$ cat src/rtl/mux4.sv
// mux4: registered 4:1 multiplexer with capture enable.
// z loads the input chosen by sel one clock after sampling, and z_sel records
// which sel value produced the current z. A synchronous, active-high reset
// clears both and overrides en.
module mux4 #(
  parameter int unsigned WIDTH = 1
) (
  input  logic             clk,
  input  logic             rst,
  input  logic [WIDTH-1:0] d0,
  input  logic [WIDTH-1:0] d1,
  input  logic [WIDTH-1:0] d2,
  input  logic [WIDTH-1:0] d3,
  input  logic [1:0]       sel,
  input  logic             en,
  output logic [WIDTH-1:0] z,
  output logic [1:0]       z_sel
);

  logic [WIDTH-1:0] mux_d;

  // Bitwise 4:1 selection; non-selected inputs never reach mux_d.
  always_comb begin
    mux_d = '0;
    unique case (sel)
      2'b00:   mux_d = d0;
      2'b01:   mux_d = d1;
      2'b10:   mux_d = d2;
      2'b11:   mux_d = d3;
      default: mux_d = '0;
    endcase
  end

  // Output register: reset has priority, otherwise load on en, else hold.
  always_ff @(posedge clk) begin
    if (rst) begin
      z     <= '0;
      z_sel <= 2'b00;
    end else if (en) begin
      z     <= mux_d;
      z_sel <= sel;
    end
  end

endmodule

$ cat config.mk
export PLATFORM = sky130hd
export DESIGN_NAME = mux4
export DESIGN_NICKNAME = d
export VERILOG_FILES = /design/src/rtl/mux4.sv
export SDC_FILE = /design/constraint.sdc
export NUM_CORES = 1
export LEC_CHECK = 0
export CAP_MARGIN = 30
export CORE_AREA = 2 2 39 41
export DETAILED_ROUTE_END_ITERATION = 10
export DIE_AREA = 0 0 41 43
export GPL_TIMING_DRIVEN = 0
export PLACE_DENSITY = 0.46
export SYNTH_ARGS = -nofsm -noshare
export SYNTH_HDL_FRONTEND = slang
export SYNTH_SLANG_ARGS = --single-unit
export TNS_END_PERCENT = 50
$ cat constraint.sdc
create_clock -name clk -period 1 [get_ports clk]
set_input_delay 0.2 -clock clk [delete_from_list [all_inputs] [get_ports clk]]
set_output_delay 0.2 -clock clk [all_outputs]
set_load 0.03 [all_outputs]
==> results of run 1 <==
-- kinds of logic after synthesis --
logic type / Yosys count / share of synthesized area, %
AND/OR/NAND/NOR: 5 / 22.0
AO/OA/AOI/OAI: 1 / 10.2
flip-flops: 3 / 40.7
multiplexers: 4 / 27.1
-- synth_stat cells --
master / n / area share, %
mux2i_1: 4 / 27
nand3b_1: 1 / 5.1
dfxtp_1: 3 / 41
or3b_1: 1 / 5.9
or3b_2: 1 / 5.9
nor2_1: 2 / 5.1
o221ai_2: 1 / 10
-- path summary, 6_finish.rpt --
check / startpoint / end / slack (ns) / depth (start not counted)
hold reg to reg: z_sel[0] / z_sel[0] / 0.48 / 2
hold / removal: rst / z_sel[0] / 0.34 / 2
setup / recovery: z_sel[1] / z_sel[1] / 0.05 / 1
setup reg to reg: z / z / 0.07 / 2
-- power breakdown --
| part | switching, mW | total [mW] | leakage [nW] | internal [mW] |
|---|---|---|---|---|
| registers | 0.00353 | 0.131 | 0.0254 | 0.128 |
| clock network | 0.0600 | 0.209 | 0.0150 | 0.149 |
| logic | 0.0381 | 0.0792 | 0.0882 | 0.0411 |
| total | 0.102 | 0.420 | 0.129 | 0.318 |
-- state kept, by name, indices dropped and copies added, names as in the netlist --
signal,cells
z_sel,2
z,1
-- area by class of cell --
class / instances / area, µm²
Sequential cell: 3 / 63.8
Fill cell: 158 / 1100
Clock buffer: 4 / 26.3
Timing Repair Buffer: 11 / 90.1
Multi-Input combinational cell: 10 / 87.6
Tap cell: 16 / 20.0
-- per-layer routing --
metal | vias up | part of all wire, %
met4 | 0 | 0
li1 | 79 | -
met1 | 66 | 49
met3 | 0 | 20
met5 | - | 0
met2 | 12 | 31
==> results_dict.tcl, run 1 <==
set metrics [dict create \
    h-tree-depth 1 \
    start_util_pct 10.7 \
    cp_cell_sequence "buf_2" \
    stdcell_area_um2 288 \
    nets 38 \
    die_area_um2 1760 \
    grt.overflow.total 0 \
    p_leak_nw 0.129 \
    gp_congestion 0.667 \
    setup_violations 0 \
    drc_errors 0 \
    ys_ff_latch 3 \
    post-route-min-period_ns 0.947 \
    finClkSkew_ns 0 \
    use_met1_pct 7.03 \
    power.ir.vdd_worst_mv 0.343 \
    wl_per_cell_um 8.70 \
    total_power_mw 0.420 \
    io_buffers 11 \
    routed_wl_um 383 \
    cts_num_sinks 3 \
    fin_cells 44 \
    hold_path.class "in -> reg" \
    rsz0062_at_grt "no" \
    antenna_cells 0 \
    vias 157 \
    placementRows 14 \
    routed_via_density 3.57 \
    first_iter_violations 3 \
    path_max_fanout 2 \
    drt_pass1_iterations 2 \
    critical_path_arrival_ns 0.75 \
    cts_root_buf "clkbuf_4" \
    cpLargestDelayFamily "flip-flops" \
    synthesis.area_um2 148 \
    post_cts_resized 19 \
    maxCapViolations 0 \
    cp_data_required_time_ns 0.80 \
    ys_types 7 \
    clk_latency_ns 0.23 \
    antenna_found_initial 0 \
    most-common-layout-cells "mux2i_1, clkdlybuf4s50_1, dlygate4sd2_1" \
    worstSetupPathType "reg -> out" \
    die_h_um 43 \
    dp.cells 40 \
    max_clock_freq_mhz 1060 \
    fin_crit_sh_pct 94.7 \
    cts_buffers 3 \
    slew_headroom_pct 86.7 \
    cts_tree "built" \
    area_growth_pct 94.9 \
    global_route.usage.total_pct 5.41 \
    die_w_um 41 \
    path_buf_inv 1 \
    drive_gt1_share_pct 32.1 \
    critPathSlowestCell "dfxtp_1" \
    final.setup.worst_slack_ns 0.0526 \
    synthCells 13 \
    synth.yosys.seq_area_share_pct 40.7 \
    synth.net_count 22 \
    drv_slew 0 \
    finalHoldViolCount 0 \
    grt_pass1_vias 143 \
    hold_ws_ns 0.341 \
    pre_cts_ws_ns -0.390 \
    clock_path_buffers 2 \
    met2_usage_pct 4.38 \
    cp-end-kind "output pin" \
    run_status "finished clean" \
    ant_nets 0 \
    grt_busiest_layer "met1" \
    final_core_util_pct 20.8 \
    start_kind "flip-flop" \
    slowest_delay_ns 0.32 \
    core-area_um2 1380 \
    grt_start_max_net_pins 6 \
    tightest_slew_ns 0.194 \
    tns_ns 0 \
    cts_hold_buf 0 \
    yosysWarningCount 0 \
    cts_setup_buffers 0 \
    use_met3_pct 4.71 \
    placed_area_um2 282 \
    powerDensity_nw_per_um2 1460 \
    clk_pin_slew_ns 0.04 \
    ios 12 \
    syn_avg_cell_area_um2 11.4 \
    grt_pass1_wl_um 558 \
]
Power figures use the tool's default switching activity.
==> inputs of run 2 (changes only) <==
- CAP_MARGIN: 30 -> default
- SLEW_MARGIN: default -> 0
==> results of run 2 <==
The final DEF is identical to that of run 1; final timing and power are the same.
